`src/rtl/m68k_debug_uart_tx.sv`:
```
// m68k_debug_uart_tx: CPU-writable 8N1 debug UART transmitter with TX FIFO.
// Ports:
//   clk, rst          clock, async active-high reset
//   sel, address      peripheral hit, byte offset (bit 0 ignored)
//   rd_ena, wr_ena    held bus requests
//   byte_ena, wr_data write lanes / data
//   rd_data, data_ack registered read data, one-cycle ack
//   uart_tx, tx_busy  serial line, activity flag
module m68k_debug_uart_tx #(
   parameter int CLKS_PER_BIT = 434,
   parameter int FIFO_DEPTH   = 8
) (
   input  logic        clk,
   input  logic        rst,
   input  logic        sel,
   input  logic [3:0]  address,
   input  logic        rd_ena,
   input  logic        wr_ena,
   input  logic [1:0]  byte_ena,
   input  logic [15:0] wr_data,
   output logic [15:0] rd_data,
   output logic        data_ack,
   output logic        uart_tx,
   output logic        tx_busy
);

   localparam int AW = (FIFO_DEPTH > 1) ? $clog2(FIFO_DEPTH) : 1;
   localparam int CW = AW + 1;
   localparam int BW = (CLKS_PER_BIT > 1) ? $clog2(CLKS_PER_BIT) : 1;
   localparam logic [BW-1:0] BAUD_LAST = BW'(CLKS_PER_BIT - 1);
   localparam logic [CW-1:0] DEPTH_C = CW'(FIFO_DEPTH);

   typedef enum logic [1:0] {
      S_IDLE,
      S_START,
      S_DATA,
      S_STOP
   } state_t;

   // bus side
   logic          r_ack;
   logic          r_hold;
   logic          r_stat_rd;
   logic [15:0]   r_rd_data;
   logic          r_ovf;

   // fifo
   logic [7:0]    r_mem [FIFO_DEPTH];
   logic [AW-1:0] r_wptr;
   logic [AW-1:0] r_rptr;
   logic [CW-1:0] r_count;

   // transmitter
   state_t        r_state;
   state_t        w_state_nxt;
   logic [BW-1:0] r_baud;
   logic [BW-1:0] w_baud_nxt;
   logic [2:0]    r_idx;
   logic [2:0]    w_idx_nxt;
   logic [7:0]    r_shift;
   logic          r_tx;
   logic          w_tx_nxt;
   logic          w_tick;

   logic          w_act;
   logic          w_req;
   logic          w_is_tx;
   logic          w_is_st;
   logic          w_push;
   logic [7:0]    w_push_byte;
   logic          w_full;
   logic          w_empty;
   logic          w_wr_ok;
   logic          w_ovf_set;
   logic          w_pop;
   logic          w_stat_req;
   logic [4:0]    w_cnt5;
   logic [15:0]   w_status;
   logic          w_unused_a0;

   assign w_unused_a0 = address[0];

   // r_hold blocks a held request from firing again after its ack
   assign w_act       = sel & (rd_ena | wr_ena);
   assign w_req       = w_act & ~r_ack & ~r_hold;
   assign w_is_tx     = (address[3:1] == 3'd0);
   assign w_is_st     = (address[3:1] == 3'd1);
   assign w_push      = w_req & wr_ena & w_is_tx & (|byte_ena);
   assign w_push_byte = byte_ena[0] ? wr_data[7:0] : wr_data[15:8];
   assign w_full      = (r_count == DEPTH_C);
   assign w_empty     = (r_count == '0);
   assign w_wr_ok     = w_push & ~w_full;
   assign w_ovf_set   = w_push & w_full;
   assign w_pop       = (r_state == S_IDLE) & ~w_empty;
   assign w_stat_req  = w_req & ~wr_ena & w_is_st;
   assign w_cnt5      = 5'(r_count);
   assign w_status    = {3'b000, w_cnt5, 4'b0000,
                         r_ovf, w_empty, w_full, tx_busy};

   assign tx_busy  = ~w_empty | (r_state != S_IDLE);
   assign uart_tx  = r_tx;
   assign data_ack = r_ack;
   assign rd_data  = r_rd_data;

   always_ff @(posedge clk or posedge rst) begin
      if (rst) begin
         r_ack     <= 1'b0;
         r_hold    <= 1'b0;
         r_stat_rd <= 1'b0;
         r_rd_data <= '0;
         r_ovf     <= 1'b0;
      end else begin
         r_ack     <= w_req;
         r_hold    <= w_act & (r_hold | w_req);
         r_stat_rd <= w_stat_req;
         r_rd_data <= w_stat_req ? w_status : 16'h0000;
         // r_stat_rd is high exactly in the STATUS read ack cycle
         r_ovf     <= w_ovf_set | (r_ovf & ~r_stat_rd);
      end
   end

   always_ff @(posedge clk) begin
      if (w_wr_ok)
         r_mem[r_wptr] <= w_push_byte;
   end

   always_ff @(posedge clk or posedge rst) begin
      if (rst) begin
         r_wptr  <= '0;
         r_rptr  <= '0;
         r_count <= '0;
      end else begin
         if (w_wr_ok)
            r_wptr <= r_wptr + AW'(1);
         if (w_pop)
            r_rptr <= r_rptr + AW'(1);
         if (w_wr_ok & ~w_pop)
            r_count <= r_count + CW'(1);
         else if (w_pop & ~w_wr_ok)
            r_count <= r_count - CW'(1);
      end
   end

   always_ff @(posedge clk or posedge rst) begin
      if (rst) begin
         r_state <= S_IDLE;
         r_baud  <= '0;
         r_idx   <= '0;
         r_shift <= '0;
         r_tx    <= 1'b1;
      end else begin
         r_state <= w_state_nxt;
         r_baud  <= w_baud_nxt;
         r_idx   <= w_idx_nxt;
         r_tx    <= w_tx_nxt;
         if (w_pop)
            r_shift <= r_mem[r_rptr];
      end
   end

   assign w_tick = (r_baud == BAUD_LAST);

   // next line level is computed here so uart_tx comes straight from a flop
   always_comb begin
      w_state_nxt = r_state;
      w_baud_nxt  = r_baud + BW'(1);
      w_idx_nxt   = r_idx;
      w_tx_nxt    = r_tx;
      unique case (r_state)
         S_IDLE: begin
            w_baud_nxt = '0;
            w_idx_nxt  = '0;
            w_tx_nxt   = 1'b1;
            if (!w_empty) begin
               w_state_nxt = S_START;
               w_tx_nxt    = 1'b0;
            end
         end
         S_START: begin
            if (w_tick) begin
               w_state_nxt = S_DATA;
               w_baud_nxt  = '0;
               w_tx_nxt    = r_shift[0];
            end
         end
         S_DATA: begin
            if (w_tick) begin
               w_baud_nxt = '0;
               if (r_idx == 3'd7) begin
                  w_state_nxt = S_STOP;
                  w_tx_nxt    = 1'b1;
               end else begin
                  w_idx_nxt = r_idx + 3'd1;
                  w_tx_nxt  = r_shift[r_idx + 3'd1];
               end
            end
         end
         S_STOP: begin
            if (w_tick) begin
               w_state_nxt = S_IDLE;
               w_baud_nxt  = '0;
            end
         end
         default: begin
            w_state_nxt = S_IDLE;
         end
      endcase
   end

endmodule

```
`config.mk`:
```
export PLATFORM = sky130hd
export DESIGN_NAME = m68k_debug_uart_tx
export DESIGN_NICKNAME = d
export VERILOG_FILES = /design/src/rtl/m68k_debug_uart_tx.sv
export SDC_FILE = /design/constraint.sdc
export NUM_CORES = 1
export LEC_CHECK = 0
export BUFFER_PORTS_ARGS = -buffer_cell sky130_fd_sc_hd__buf_4
export CAP_MARGIN = 5
export CORE_UTILIZATION = 30
export CTS_CLUSTER_DIAMETER = 40
export DETAILED_ROUTE_END_ITERATION = 16
export PLACE_DENSITY = 0.53
export SYNTH_ARGS = -nofsm -noshare
export SYNTH_HDL_FRONTEND = slang
export SYNTH_SLANG_ARGS = --single-unit
```
`constraint.sdc`:
```
create_clock -name clk -period 4.4 [get_ports clk]
set_input_delay 0.66 -clock clk [delete_from_list [all_inputs] [get_ports clk]]
set_output_delay 0.66 -clock clk [all_outputs]
set_load 0.02 [all_outputs]
```
Word-level counts from Yosys, hierarchy flattened

Memory sizes are Yosys's and may differ from the RTL's. A register that Yosys moved wholly into a read port is not among the register bits.
Cells that the tools add are included.

Flip-flop bits (word level): 41
Bits in latches: 0
Bits in writable memories: 64
Bits in read-only memories: 0
Bits of input ports: 27
Output and inout bits: 19
Logic and storage cells: 96
Memories kept: 1

Add/subtract/negate cells: 6
$mul: 0
Div/mod/pow operators: 0
Magnitude comparators: 1
Equality and inequality tests: 13
Shift operators: 0
Mux-type cells: 24
Bitwise logic cells: 27
Reductions and logical operators: 12

Memories:

| memory | depth | bits a word | rd ports | clocked after Yosys merged registers in | wr ports | line | text |
|---|---|---|---|---|---|---|---|
| r_mem  | 8     | 8           | 1        | 1                                       | 1        | 48   | `logic [7:0] r_mem [FIFO_DEPTH];` |

Operators by type and width:

| cell                                               | number |
|---|---|
| one-hot mux 9 bit (2 select lines)                 | 1 |
| bitwise AND 1 bit                                  | 15 |
| two-way mux 12 bit                                 | 1 |
| inequality test 2 bit, second input constant       | 6 |
| two-way mux 2 bit                                  | 5 |
| adder 3 x 1 -> 3 bit, second input constant        | 3 |
| adder 9 x 1 -> 9 bit, second input constant        | 1 |
| == test 9 bit, second input constant               | 1 |
| two-way mux 9 bit                                  | 1 |
| two-way mux 4 bit                                  | 2 |
| two-way mux 8 bit                                  | 1 |
| NOT 1 bit                                          | 8 |
| one-hot mux 2 bit (4 select lines)                 | 1 |
| two-way mux 1 bit                                  | 7 |
| two-way mux 3 bit                                  | 2 |
| one-hot mux 3 bit (2 select lines)                 | 1 |
| AND reduction 3 bit                                | 2 |
| nonzero test 2 bit                                 | 3 |
| AND reduction 5 bit                                | 1 |
| adder 4 x 1 -> 4 bit, second input constant        | 1 |
| == test 2 bit, second input constant               | 2 |
| == test 4 bit, second input constant               | 1 |
| logical NOT 4 bit                                  | 1 |
| < comparator 3 x 4 -> 1 bit, second input constant | 1 |
| 12 further kinds                                   | 15 |

Logic depth before layout (Yosys ltp)

Depth after elaboration: 12
Gate-level depth with buffers: 12
Depth with buffers taken out: 11

Least setup slack after synthesis

No wires, ideal clock.

Path kind: input to register
Start: input port byte_ena[0]
End: register r_count[3]
Library setup time: 80 ps
Arrival: 2659 ps
Data required time: 4320 ps
Path slack: 1661 ps
Cell stages on the path: 12
Buffers on the path: 1
Path through: buf_4 > nor2_1 > a2111oi_4 > nand2_2 > inv_1 > ha_1 > inv_1 > ha_1 > a21o_2 > a21oi_1 > mux2i_1 > xnor2_1

Word-level cells in the longest chain between the ends: 6
Elaborated cells on any way between the ends: 8
Those cells by class: mux (1); bitwise (5); reduce/logical (2)

Ends and longest elaborated chain:

| item                         | line | text |
|---|---|---|
| start: declaration           | 19   | `input logic [1:0] byte_ena,` |
| OR reduction 2 bit *         | 88   | `assign w_push = w_req & wr_ena & w_is_tx & (\|byte_ena);` |
| bitwise AND 1 bit *          | 88   |  |
| bitwise AND 1 bit *          | 92   | `assign w_wr_ok = w_push & ~w_full;` |
| net w_wr_ok                  | 73   | `logic w_wr_ok;` |
| NOT 1 bit                    | 139  | `else if (w_pop & ~w_wr_ok)` |
| bitwise AND 1 bit            | 139  |  |
| nonzero test 2 bit (no line) | -    |  |
| end signal: assignment       | 138  | `r_count <= r_count + CW'(1);` |
| end signal: assignment       | 140  | `r_count <= r_count - CW'(1);` |
| end: declaration             | 51   | `logic [CW-1:0] r_count;` |

The timed path passes the listed nets; every way through them passes the cells marked *.
A chain may end at the register's enable or synchronous reset.

Worst setup path after layout

Start: register r_count[0]
End: register r_count[3]

Word-level cells in the longest chain between the ends: 6
Elaborated cells on any way between the ends: 15
Those cells by class: add/sub (2); eq/ne (1); mux (2); bitwise (8); reduce/logical (2)

Ends and longest elaborated chain:

| item |
|---|
| branches (longest 6 deep; another with subtractor 4 x 1 -> 4 bit) |

Several ways; the timed one is not identified. The select of a mux whose other input is x is not followed.

==> results.py <==
metrics = {
    "critical_path": {
        "cp_slowest_cell": "or4_4",
        "r2r-start": "r_count[0]$_DFFE_PP0P_",
        "path_common_cell": "ha_1",
        "worstPathArrival_ps": 3060,
        "crit_chain": "or4_4 -> nand2_2 -> ha_1 -> inv_1 -> ha_1 -> a21o_2 -> a21oi_1 -> mux2i_1 -> xnor2_1",
        "r2r_end": "r_count[3]$_DFFE_PP0P_",
        "worstSetupPathType": "flop to flop",
        "cp-end-kind": "flop",
        "critPathMaxStageDelay_ps": 610,
        "worst_r2r_path_depth": 9,
        "cp-start-kind": "flop",
        "r2r_slack_ps": 1620,
        "cp.required_ps": 4680,
        "crit_fanout": 19,
    },
    "routing": {
        "wl_per_cell_um": 14.9,
        "routed-via-count": 2521,
        "vias_per_cell": 4.42,
        "wl_um": 8500,
        "drt_pass1_iterations": 4,
        "drtAntennaViolNets": 0,
        "drtIter0Drc": 153,
        "drcViolationCount": 0,
    },
    "logic_synthesis": {
        "synth-main-ff-cell": "edfxtp_1",
        "synth_edf_count": 64,
        "seq_area_frac_synth": 0.634,
        "synthCells": 318,
        "yosys.area.top_type": "edfxtp_1",
        "ys_types": 50,
        "synth_top_area_share": 0.400,
        "yosys_register_bits": 109,
        "synth_common_cells": "edfxtp_1, dfrtp_1, nor2_1, mux4_2",
        "async_flop_share": 0.413,
        "syn_area_um2": 4810,
        "synth_warnings": 0,
        "syn_avg_cell_area_um2": 15.1,
        "synth.most_common_cell": "edfxtp_1",
        "synth.area.top_cells": "edfxtp_1, dfrtp_1, mux4_2",
    },
    "clocking": {
        "ctsResizeCount": 0,
        "ctsHoldBuffers": 0,
        "insertion_delay_ps": 350,
        "cts_max_level": 3,
        "clock_path_buffers": 2,
        "clk_pin_slew_ps": 80,
        "cts_made_buffers": 9,
        "cts_tree": "yes",
        "post_cts_buffers": 0,
        "cts-root-buf": "clkbuf_16",
        "cts.sinks": 109,
    },
    "grt": {
        "grt_usage": 0.115,
        "grt_pass1_vias": 2564,
        "antenna_found_initial": 0,
        "grt_pass1_wl_um": 14000,
        "globalRouteOverflowTotal": 0,
        "grt_max_degree": 46,
    },
    "die": {
        "pin_count": 46,
        "die_h_um": 129,
        "core_area_um2": 15400,
        "die_x_um": 129,
        "start_util": 0.312,
        "die_area_um2": 16500,
        "rows": 45,
    },
    "placement": {
        "hpwl_um": 5680,
        "finalWeightedCongestion": 0.739,
        "portBuffers": 36,
        "post-place-cells": 554,
        "dpl_cell_area_um2": 5260,
    },
    "timing": {
        "worstMarginPinSlew_ps": 1080,
        "fin_crit_sh": 0.632,
        "skew_ps": 15.3,
        "rsz0062_at_grt": "false",
        "hold_viol_final": 0,
        "timing.slew.headroom": 0.274,
        "setup_viol": 0,
        "report.final.slew_viol_count": 0,
        "clock.fmax_ghz": 0.359,
        "layout_min_cycle_time_ps": 2780,
        "setup_tns_ps": 0,
    },
    "worst_hold_path": {
        "hp-start": "r_stat_rd$_DFF_PP0_",
        "hold_path_depth": 1,
        "hp-class": "flop to flop",
        "hold-path-endpoint": "r_ovf$_DFF_PP0_",
    },
    "finish": {
        "fillers": 1509,
        "fin_nets": 396,
        "area_growth_pct": 15.6,
        "fin_area_um2": 5560,
        "drive_gt1_frac": 0.273,
        "n_antenna_cell": 0,
        "final_cells": 570,
    },
    "run": {
        "drv_cap": 0,
    },
    "outcome": {
        "outcome": "finished clean",
    },
    "power": {
        "power.total_uw": 2980,
        "vdd_drop_max_uv": 283,
        "pwr_density_cell_nw_per_um2": 536,
        "leakagePower_uw": 0.00214,
    },
}
[cell type report]
type                            instances  area [µm²]  share of cell area
Sequential cell                       109        3050               0.549
Clock inverter                          7        70.1              0.0126
Tap cell                              211         264              0.0475
Clock buffer                            9         225              0.0405
Timing Repair Buffer                   37         278              0.0500
Multi-Input combinational cell        185        1630               0.293
Inverter                               12        45.0             0.00810
[report_power, final]
part           internal [µW]  leakage (µW)  switching [µW]
Sequential              1210       0.00116             193
Clock                    405      0.000149             397
Combinational            415      0.000837             363
Total                   2030       0.00214             953
[cell usage in the layout, fill, tap and decap left out, drive strengths merged, types with 2 or more instances in the layout]
| master | n |
|---|---|
| conb | 8 |
| clkbuf | 9 |
| mux2 | 13 |
| o211ai | 2 |
| o21ai | 12 |
| nand3 | 7 |
| buf | 37 |
| and2 | 5 |
| dfrtp | 44 |
| nand2b | 4 |
| nor3 | 6 |
| inv | 17 |
| clkinv | 2 |
| a21oi | 4 |
| ha | 14 |
| mux2i | 14 |
| nor2 | 27 |
| nand2 | 15 |
| xnor2 | 8 |
| xor2 | 6 |
| nand4 | 4 |
| mux4 | 17 |
| edfxtp | 64 |
[state kept, by name (all words and copies together) (netlist names)]
register / cells
data_ack: 1
r_baud: 9
r_count: 4
r_hold: 1
r_idx: 3
r_mem: 64
r_ovf: 1
r_rptr: 3
r_shift: 8
r_stat_rd: 1
r_state: 2
r_wptr: 3
rd_data: 8
uart_tx: 1
[metal layers]
layer  GRT usage  vias up  part of all wire
met1       0.151     1240              0.46
li1            -     1220                 -
met2       0.185       52              0.49
met5           0        -                 0
met4      0.0353        0             0.011
met3      0.0349        9             0.045
[metrics by stage]
stage,util,hold WS (ps),setup WS (ps)
after floorplan,-,409,1660
after global placement,0.341,464,1480
after detailed placement,0.341,447,1430
after CTS,0.360,459,1580
after global routing,0.360,466,1410
final,0.360,456,1620
[critical path: cells and delay by family (launching register included)]
kind            cells  cell delay (ps)
flops               1              480
mux                 1              230
xor+xnor            1              130
compound gates      2              380
buf+inv             1               90
simple gates        2              900
fa+ha+maj           2              510
[logic make-up after synthesis]
logic type	share of synthesized area
other	0.000780
muxes	0.140
buffers and inverters	0.0349
AOI/OAI and AO/OA	0.0364
adders and majority gates	0.0406
and+or+nand+nor	0.0877
xor gates and xnor gates	0.0255
DFF	0.634
[worst max-delay path by stage]
stage | start | endpoint | slack, ps | depth (start not counted)
after floorplan | byte_ena[0] | r_count[3]$_DFFE_PP0P_ | 1660 | 12
after global placement | byte_ena[0] | r_count[3]$_DFFE_PP0P_ | 1480 | 12
after detailed placement | byte_ena[0] | r_count[3]$_DFFE_PP0P_ | 1430 | 12
after CTS | r_count[0]$_DFFE_PP0P_ | r_count[3]$_DFFE_PP0P_ | 1580 | 9
after global routing | r_count[0]$_DFFE_PP0P_ | r_count[3]$_DFFE_PP0P_ | 1410 | 9
final | r_count[0]$_DFFE_PP0P_ | r_count[3]$_DFFE_PP0P_ | 1620 | 9
(Power assumes the default switching activity.)
